===== src/rtl/ising_sweep_ctrl.sv =====
`default_nettype none
// ============================================================================
// Module      : ising_sweep_ctrl
// Description : Zero-temperature sequential spin-update sweep sequencer for an
//               Ising machine (column fetch -> dot product -> spin update).
// Revision    : 1.0  initial release
// ============================================================================
module ising_sweep_ctrl #(
   parameter int VECTOR_WIDTH = 256,
   parameter int N            = 8,
   parameter int ACC_WIDTH    = N + 2*$clog2(VECTOR_WIDTH),
   parameter int SWEEP_W      = 8
) (
   input  logic                            clk,
   input  logic                            rst_n,
   input  logic                            i_start,
   input  logic                            i_abort,
   input  logic [SWEEP_W-1:0]              i_num_sweeps,
   input  logic                            i_sigma_load,
   input  logic [VECTOR_WIDTH-1:0]         i_sigma_init,
   output logic                            o_col_req,
   output logic [$clog2(VECTOR_WIDTH)-1:0] o_col_addr,
   input  logic                            i_col_ack,
   output logic                            o_dp_start,
   input  logic                            i_dp_done,
   input  logic signed [ACC_WIDTH:0]       i_dp_result,
   output logic [VECTOR_WIDTH-1:0]         o_sigma,
   output logic                            o_busy,
   output logic                            o_done,
   output logic                            o_converged,
   output logic [SWEEP_W-1:0]              o_sweep_cnt,
   output logic [$clog2(VECTOR_WIDTH):0]   o_flip_cnt
);

   localparam int KW = $clog2(VECTOR_WIDTH);
   localparam int FW = KW + 1;

   localparam logic [KW-1:0]      c_K_ZERO     = '0;
   localparam logic [KW-1:0]      c_K_ONE      = KW'(1);
   localparam logic [KW-1:0]      c_K_LAST     = KW'(VECTOR_WIDTH - 1);
   localparam logic [FW-1:0]      c_FLIP_ZERO  = '0;
   localparam logic [FW-1:0]      c_FLIP_ONE   = FW'(1);
   localparam logic [SWEEP_W-1:0] c_SWEEP_ZERO = '0;
   localparam logic [SWEEP_W-1:0] c_SWEEP_ONE  = SWEEP_W'(1);

   typedef enum logic [2:0] {
      S_IDLE      = 3'd0,
      S_FETCH     = 3'd1,
      S_DP_RUN    = 3'd2,
      S_UPDATE    = 3'd3,
      S_SWEEP_END = 3'd4,
      S_DONE      = 3'd5
   } state_t;

   state_t                r_state;
   logic [KW-1:0]         r_k;
   logic                  r_h_nonneg;
   logic [SWEEP_W-1:0]    r_max_sweeps;
   logic [VECTOR_WIDTH-1:0] r_sigma;
   logic [SWEEP_W-1:0]    r_sweep_cnt;
   logic [FW-1:0]         r_flip_cnt;
   logic                  r_converged;
   logic                  r_col_req;
   logic [KW-1:0]         r_col_addr;
   logic                  r_dp_start;
   logic                  r_done;
   logic                  r_busy;

   logic                  w_h_nonneg;
   logic [SWEEP_W:0]      w_sweep_next;
   logic                  w_last_sweep;

   // h = 0 is treated as a non-negative field, so the spin settles to +1.
   assign w_h_nonneg   = (i_dp_result >= $signed({(ACC_WIDTH+1){1'b0}}));
   assign w_sweep_next = {1'b0, r_sweep_cnt} + {c_SWEEP_ZERO, 1'b1};
   assign w_last_sweep = (w_sweep_next >= {1'b0, r_max_sweeps});

   always_ff @(posedge clk or negedge rst_n) begin
      if (!rst_n) begin
         r_state      <= S_IDLE;
         r_k          <= c_K_ZERO;
         r_h_nonneg   <= 1'b0;
         r_max_sweeps <= c_SWEEP_ONE;
         r_sigma      <= '0;
         r_sweep_cnt  <= c_SWEEP_ZERO;
         r_flip_cnt   <= c_FLIP_ZERO;
         r_converged  <= 1'b0;
         r_col_req    <= 1'b0;
         r_col_addr   <= c_K_ZERO;
         r_dp_start   <= 1'b0;
         r_done       <= 1'b0;
         r_busy       <= 1'b0;
      end else if (i_abort && (r_state != S_IDLE)) begin
         // Partial spin updates are kept; only the handshake state is dropped.
         r_state    <= S_IDLE;
         r_col_req  <= 1'b0;
         r_dp_start <= 1'b0;
         r_done     <= 1'b0;
         r_busy     <= 1'b0;
      end else begin
         r_dp_start <= 1'b0;
         r_done     <= 1'b0;
         case (r_state)
            S_IDLE: begin
               if (i_sigma_load) begin
                  r_sigma <= i_sigma_init;
               end
               if (i_start) begin
                  r_state      <= S_FETCH;
                  r_k          <= c_K_ZERO;
                  r_sweep_cnt  <= c_SWEEP_ZERO;
                  r_flip_cnt   <= c_FLIP_ZERO;
                  r_converged  <= 1'b0;
                  r_max_sweeps <= (i_num_sweeps == c_SWEEP_ZERO) ? c_SWEEP_ONE : i_num_sweeps;
                  r_col_req    <= 1'b1;
                  r_col_addr   <= c_K_ZERO;
                  r_busy       <= 1'b1;
               end
            end

            S_FETCH: begin
               if (i_col_ack) begin
                  r_col_req  <= 1'b0;
                  r_dp_start <= 1'b1;
                  r_state    <= S_DP_RUN;
               end
            end

            S_DP_RUN: begin
               if (i_dp_done) begin
                  r_h_nonneg <= w_h_nonneg;
                  r_state    <= S_UPDATE;
               end
            end

            S_UPDATE: begin
               r_sigma[r_k] <= r_h_nonneg;
               if (r_sigma[r_k] != r_h_nonneg) begin
                  r_flip_cnt <= r_flip_cnt + c_FLIP_ONE;
               end
               if (r_k == c_K_LAST) begin
                  r_state <= S_SWEEP_END;
               end else begin
                  r_k        <= r_k + c_K_ONE;
                  r_col_addr <= r_k + c_K_ONE;
                  r_col_req  <= 1'b1;
                  r_state    <= S_FETCH;
               end
            end

            S_SWEEP_END: begin
               r_sweep_cnt <= w_sweep_next[SWEEP_W-1:0];
               if (r_flip_cnt == c_FLIP_ZERO) begin
                  r_converged <= 1'b1;
                  r_done      <= 1'b1;
                  r_busy      <= 1'b0;
                  r_state     <= S_DONE;
               end else if (w_last_sweep) begin
                  r_done  <= 1'b1;
                  r_busy  <= 1'b0;
                  r_state <= S_DONE;
               end else begin
                  r_k        <= c_K_ZERO;
                  r_flip_cnt <= c_FLIP_ZERO;
                  r_col_addr <= c_K_ZERO;
                  r_col_req  <= 1'b1;
                  r_state    <= S_FETCH;
               end
            end

            S_DONE: begin
               r_state <= S_IDLE;
            end

            default: begin
               r_state   <= S_IDLE;
               r_col_req <= 1'b0;
               r_busy    <= 1'b0;
            end
         endcase
      end
   end

   assign o_col_req   = r_col_req;
   assign o_col_addr  = r_col_addr;
   assign o_dp_start  = r_dp_start;
   assign o_sigma     = r_sigma;
   assign o_busy      = r_busy;
   assign o_done      = r_done;
   assign o_converged = r_converged;
   assign o_sweep_cnt = r_sweep_cnt;
   assign o_flip_cnt  = r_flip_cnt;

endmodule
`default_nettype wire

===== config.mk =====
export PLATFORM = sky130hd
export DESIGN_NAME = ising_sweep_ctrl
export DESIGN_NICKNAME = d
export VERILOG_FILES = /design/src/rtl/ising_sweep_ctrl.sv
export SDC_FILE = /design/constraint.sdc
export NUM_CORES = 1
export LEC_CHECK = 0
export ABC_AREA = 1
export BUFFER_PORTS_ARGS = -buffer_cell sky130_fd_sc_hd__buf_2
export CORE_UTILIZATION = 40
export CTS_BUF_LIST = sky130_fd_sc_hd__clkbuf_4 sky130_fd_sc_hd__clkbuf_8 sky130_fd_sc_hd__clkbuf_16
export CTS_CLUSTER_SIZE = 12
export DETAILED_ROUTE_END_ITERATION = 16
export GPL_TIMING_DRIVEN = 0
export PLACE_DENSITY_LB_ADDON = 0.05
export SETUP_SLACK_MARGIN = 0.3
export SYNTH_ARGS = -nofsm -noshare
export SYNTH_HDL_FRONTEND = slang
export SYNTH_SLANG_ARGS = --single-unit

===== constraint.sdc =====
create_clock -name clk -period 5.65 [get_ports clk]
set_input_delay 0.565 -clock clk [delete_from_list [all_inputs] [get_ports clk]]
set_output_delay 0.565 -clock clk [all_outputs]
set_load 0.03 [all_outputs]

; Word-level counts from Yosys, hierarchy flattened
; Cells that the tools add are included.
[totals]
wordCells = 112
output_inout_bits = 286
in_bits = 296
ff_bits = 298
[op_classes]
n_reduce_logical = 21
muxes = 48
add_sub_neg = 3
bitwise = 1
eq_ne = 23
magnitude_cmp = 4
[op_table]
columns = operator, count
row1 = one-hot mux 256 bit (2 select lines), 1
row2 = bitwise mux 256 bit, 1
row3 = 2-to-1 mux 256 bit, 1
row4 = 2-to-1 mux 8 bit, 5
row5 = 2-to-1 mux 9 bit, 4
row6 = one-hot mux 9 bit (3 select lines), 1
row7 = greater-or-equal comparator 25 x 1 -> 1 bit (second input constant), 1
row8 = one-hot mux 8 bit (3 select lines), 1
row9 = 2-to-1 mux 3 bit, 7
row10 = 2-to-1 mux 1 bit, 20
row11 = inequality test 3 bit (second input constant), 6
row12 = AND reduction 3 bit, 6
row13 = AND reduction 6 bit, 3
row14 = one-hot mux 8 bit (2 select lines), 1
row15 = one-hot mux 3 bit (5 select lines), 1
row16 = inequality test 2 bit (second input constant), 7
row17 = adder 8 x 1 -> 9 bit (second input constant), 1
row18 = adder 9 x 1 -> 9 bit (second input constant), 1
row19 = greater-or-equal comparator 9 x 8 -> 1 bit, 1
row20 = logical NOT 9 bit, 1
row21 = less-than comparator 8 x 9 -> 1 bit (second input constant), 1
row22 = adder 8 x 1 -> 8 bit (second input constant), 1
row23 = binary-select mux 1 bit (select 8 bit), 1
row24 = demux 1 bit (select 8 bit), 1
row25 = other kinds (20), 26

; Longest topological paths before layout
[logic_depth]
depth_word = 6
depth_mapped = 20
depth_no_buf = 18

; Worst setup path before layout
; OpenSTA, ideal clock, no wires.
[synth_timing]
path_type = reg-to-reg
start = register r_sweep_cnt[2] (netlist: o_sweep_cnt[2])
end = register r_col_addr[6] (netlist: o_col_addr[6])
n_path_buf = 1
period_less_slack_ps = 3097
setup_slack_ps = 2553
required_time_ps = 5523
t_arrival_ps = 2970
path_stages_with_launch = 19
path_cell_list = dfrtp_1 inv_1 nor3_1 nand3_1 nor2_1 nand2_1 xor2_1 inv_1 ha_1 nor3b_1 a21o_1 nand3b_1 nand2_1 nand2_1 nor2_1 nand2_1 buf_2 nand2_1 o21ai_0
[synth_via]
elab_chain_len = 4
[synth_rtl]
columns = element, line
row1 = start: declaration, 60  ; logic [SWEEP_W-1:0] r_sweep_cnt;
row2 = start signal: assignment, 85  ; r_sweep_cnt <= c_SWEEP_ZERO;
row3 = start signal: assignment, 111  ; r_sweep_cnt <= c_SWEEP_ZERO;
row4 = start signal: assignment, 152  ; r_sweep_cnt <= w_sweep_next[SWEEP_W-1:0];
row5 = adder 8 x 1 -> 9 bit, 75  ; assign w_sweep_next = {1'b0, r_sweep_cnt} + {c_SWEEP_ZERO, 1'b1};
row6 = greater-or-equal comparator 9 x 8 -> 1 bit, 76  ; assign w_last_sweep = (w_sweep_next >= {1'b0, r_max_sweeps});
row7 = inequality test 2 bit (no source line), --
row8 = AND reduction 6 bit (no source line), --
row9 = end signal: assignment, 89  ; r_col_addr <= c_K_ZERO;
row10 = end signal: assignment, 116  ; r_col_addr <= c_K_ZERO;
row11 = end signal: assignment, 145  ; r_col_addr <= r_k + c_K_ONE;
row12 = end: declaration, 64  ; logic [KW-1:0] r_col_addr;
; No other way between the ends.
; A chain may end at the register's enable or synchronous reset.

==> results by group <==
Yosys
  – Post-synth top cells: nand2_1, o21ai_0, nor2_1, dfrtp_1, inv_1
  – Seq/Total Area, Yosys: 0.375
  – Most used DFF post-synth: dfrtp_1
  – Avg Synthesized Cell Area: 6.61 sq um
  – Mapped Cells: between 3000 and 4000
  – Post-synth EDFFs: 0
  – Yosys cell types: between 40 and 50
  – Yosys top cell by area: dfrtp_1
  – Share of the synthesized area in the top cell type: 0.374
  – Number of synthesized register bits: 298
  – Post-synthesis net count: between 3000 and 4000
  – Synthesized area: 0.0199 sq mm
  – Post-synth ARST share: 1.00
  – Cell with the most instances after synthesis: nand2_1
  – Top cells by area, synth: dfrtp_1, nand2_1, o21ai_0
  – Yosys Warn Count: 0

Timing
  – Worst setup margin: 1470 ps
  – Setup-failing EPs final: 0
  – Worst Skew: 21.7 ps
  – Worst hold margin: -24.6 ps
  – F_max: 239 MHz
  – Post-Route Setup TNS: 0 ps
  – Slew HR: 0.0110
  – Fin crit share: 0.740
  – RSZ-0062 raised after global routing: no
  – Min Tclk post-route: roughly 4200 ps
  – Final Max Slew Viols: 0
  – Fin. Hold Viols: 18
  – Worst Max-Slew Pin Slew: between 1000 and 1500 ps

Setup path
  – CP Capture Type: flop
  – Crit-path max cell delay: 670 ps
  – Crit-path max FO: 11
  – Worst path cell trace: inv_2 -> buf_2 -> buf_2 -> ha_1 -> inv_1 -> nor2_1 -> inv_1 -> clkbuf_1 -> nor2_1 -> o21ai_0 -> nand2_1 -> o21ai_0
  – Worst Setup Start Kind: flop
  – Slowest-stage cell, CP: clkbuf_1
  – Crit path DAT: around 4600 ps
  – Worst EP required: 6100 ps
  – Crit path kind: flop to flop

Floorplanning
  – Starting Density: 0.406
  – Core area: 0.0490 sq mm
  – Cell row count: between 80 and 90
  – Die Ht: approximately 220 um
  – I/O pins: 582
  – Die width: 225 um
  – Die ar.: 0.0506 sq mm

Clock tree
  – Post-CTS setup repair buffer count: 0
  – # clock sinks: 298
  – Clock Latency Late Sink: 580 ps
  – Buffer levels on the longest clock path: 3
  – Hold buffers post-CTS: 0
  – Cts repair resizes: 0
  – CTS tree: done
  – CTS root buffer: clkbuf_16
  – CTS Buf Count: 39
  – CTS clk-pin slew, worst paths: 60 ps
  – Htree depth: 2

Placed design
  – Final RePlAce weighted congestion: just under 1
  – Dpl ws: 1710 ps
  – IO buf count: 557
  – Detailed Place HPWL: just under 80000 um

Global route
  – GR Overflow Total: 0
  – GRT Overall Usage: 0.408
  – First-pass GRT wire length: 150000 um
  – Largest net degree at the start of global routing: 110
  – Vias in the first global route: 22734
  – Initial antenna violation count: 19

Power
  – Pwr per Cell Area: between 500 and 600 mW/mm^2
  – Pleak: roughly 12 nW
  – VDD IR max: between 200 and 300 uV

Final layout
  – FILL cells: approximately 5100
  – # nets final: 3915
  – Share of cells above drive strength 1: 0.196
  – P&R area growth vs syn: 25.1%

Detailed routing
  – Drt pass-1 iters: 8
  – Routed Wire Length: 106000 um
  – DR vias: 24794
  – Initial drt markers: 2862
  – # DRC: 0
  – DR vias/cell: ~5.8
  – Drt wl/cell: 24.6 um
  – Routed Antenna Nets: 0

Flow run
  – Maxcap violations: 0

Status
  – Failing checks: negative hold slack
  – Outcome: finished with violations

Hold path
  – Worst min-delay path class: input port to asynchronous set/reset pin
power breakdown:
part / switching, W / internal [W] / total [W]
Combinational: 0.00578 / 0.00221 / 0.00799
Clock: 0.00104 / 0.00148 / 0.00251
Sequential: 0.000949 / 0.00307 / 0.00402
Total: 0.00776 / 0.00676 / 0.0145
placed cells by master (no fill, tap or decap), types with 15 or more instances in the layout:
cell type	count
a21oi_1	56
a22oi_1	207
buf_2	600
buf_6	17
clkbuf_1	126
clkbuf_16	41
dfrtp_1	297
diode_2	18
ha_1	15
inv_1	272
nand2_1	825
nand3_1	89
nand4_1	16
nor2_1	414
o21ai_0	513
o21ai_1	36
critical path: cells and delay by family, from the launching register on:
| family | cells | cell delay, ps |
|---|---|---|
| flops | 1 | 500 |
| compound gates | 2 | 220 |
| simple gates | 3 | 940 |
| buf+inv | 6 | 2100 |
| fa+ha+maj | 1 | 230 |
kinds of logic after synthesis:
kind of cell    share of synthesized area
fa+ha+maj                         0.00945
simple gates                        0.271
compound gates                      0.239
xor+xnor                          0.00573
buf+inv                            0.0996
flops                               0.375
flip-flops by register name (all words and copies together), names as in the netlist, 3 cells and up:
name          count
r_state           3
o_sigma         256
o_col_addr        8
o_sweep_cnt       8
o_flip_cnt        9
r_max_sweeps      8
metrics by stage:
step / hold WS, ps / instances / cell area (sq um) / total power [W] / utilization
global placement: 480 / 4225 / 23500 / 0.0117 / 0.480
global route: 48.5 / 4305 / 24800 / 0.0153 / 0.507
CTS: 8.18 / 4294 / 24800 / 0.0143 / 0.507
floorplan: 269 / 3004 / 19900 / 0.00883 / -
finish: -24.6 / 4312 / 24800 / 0.0145 / 0.508
detailed placement: 475 / 4227 / 23600 / 0.0118 / 0.481
area by class of cell:
class,instances,area (sq um),share of cell area
clock buffers,61,1220,0.0491
repair buffers,559,2850,0.115
clock inverters,6,30.0,0.00121
inverters,280,1050,0.0423
flip-flops and latches,298,7460,0.300
well taps,664,831,0.0334
diodes,18,45.0,0.00181
multi-input cells,2231,10400,0.420
plain buffers,195,927,0.0373
routing by layer:
metal	GRT usage	vias to the layer above	part of all wire	routed length, um
li1	-	11115	-	-
met1	0.509	11679	0.38	40200
met2	0.613	1606	0.43	45900
met3	0.116	390	0.12	12400
met4	0.269	4	0.071	7490
met5	0	-	0.00028	30
path summary, 6_finish.rpt:
| kind | startpoint | slack (ps) | end | depth (start not counted) |
|---|---|---|---|---|
| min | rst_n | -20 | r_max_sweeps[5] | 1 |
| min reg2reg | r_max_sweeps[3] | 490 | r_max_sweeps[3] | 2 |
| max in group asynchronous | rst_n | 4040 | o_sigma[210] | 3 |
| max | o_col_addr[1] | 1470 | o_sigma[25] | 12 |
| max reg2reg | o_col_addr[1] | 1470 | o_sigma[25] | 12 |
| min in group clk | i_abort | 200 | o_done | 2 |
Note: power is estimated with default switching activity, not from simulation.
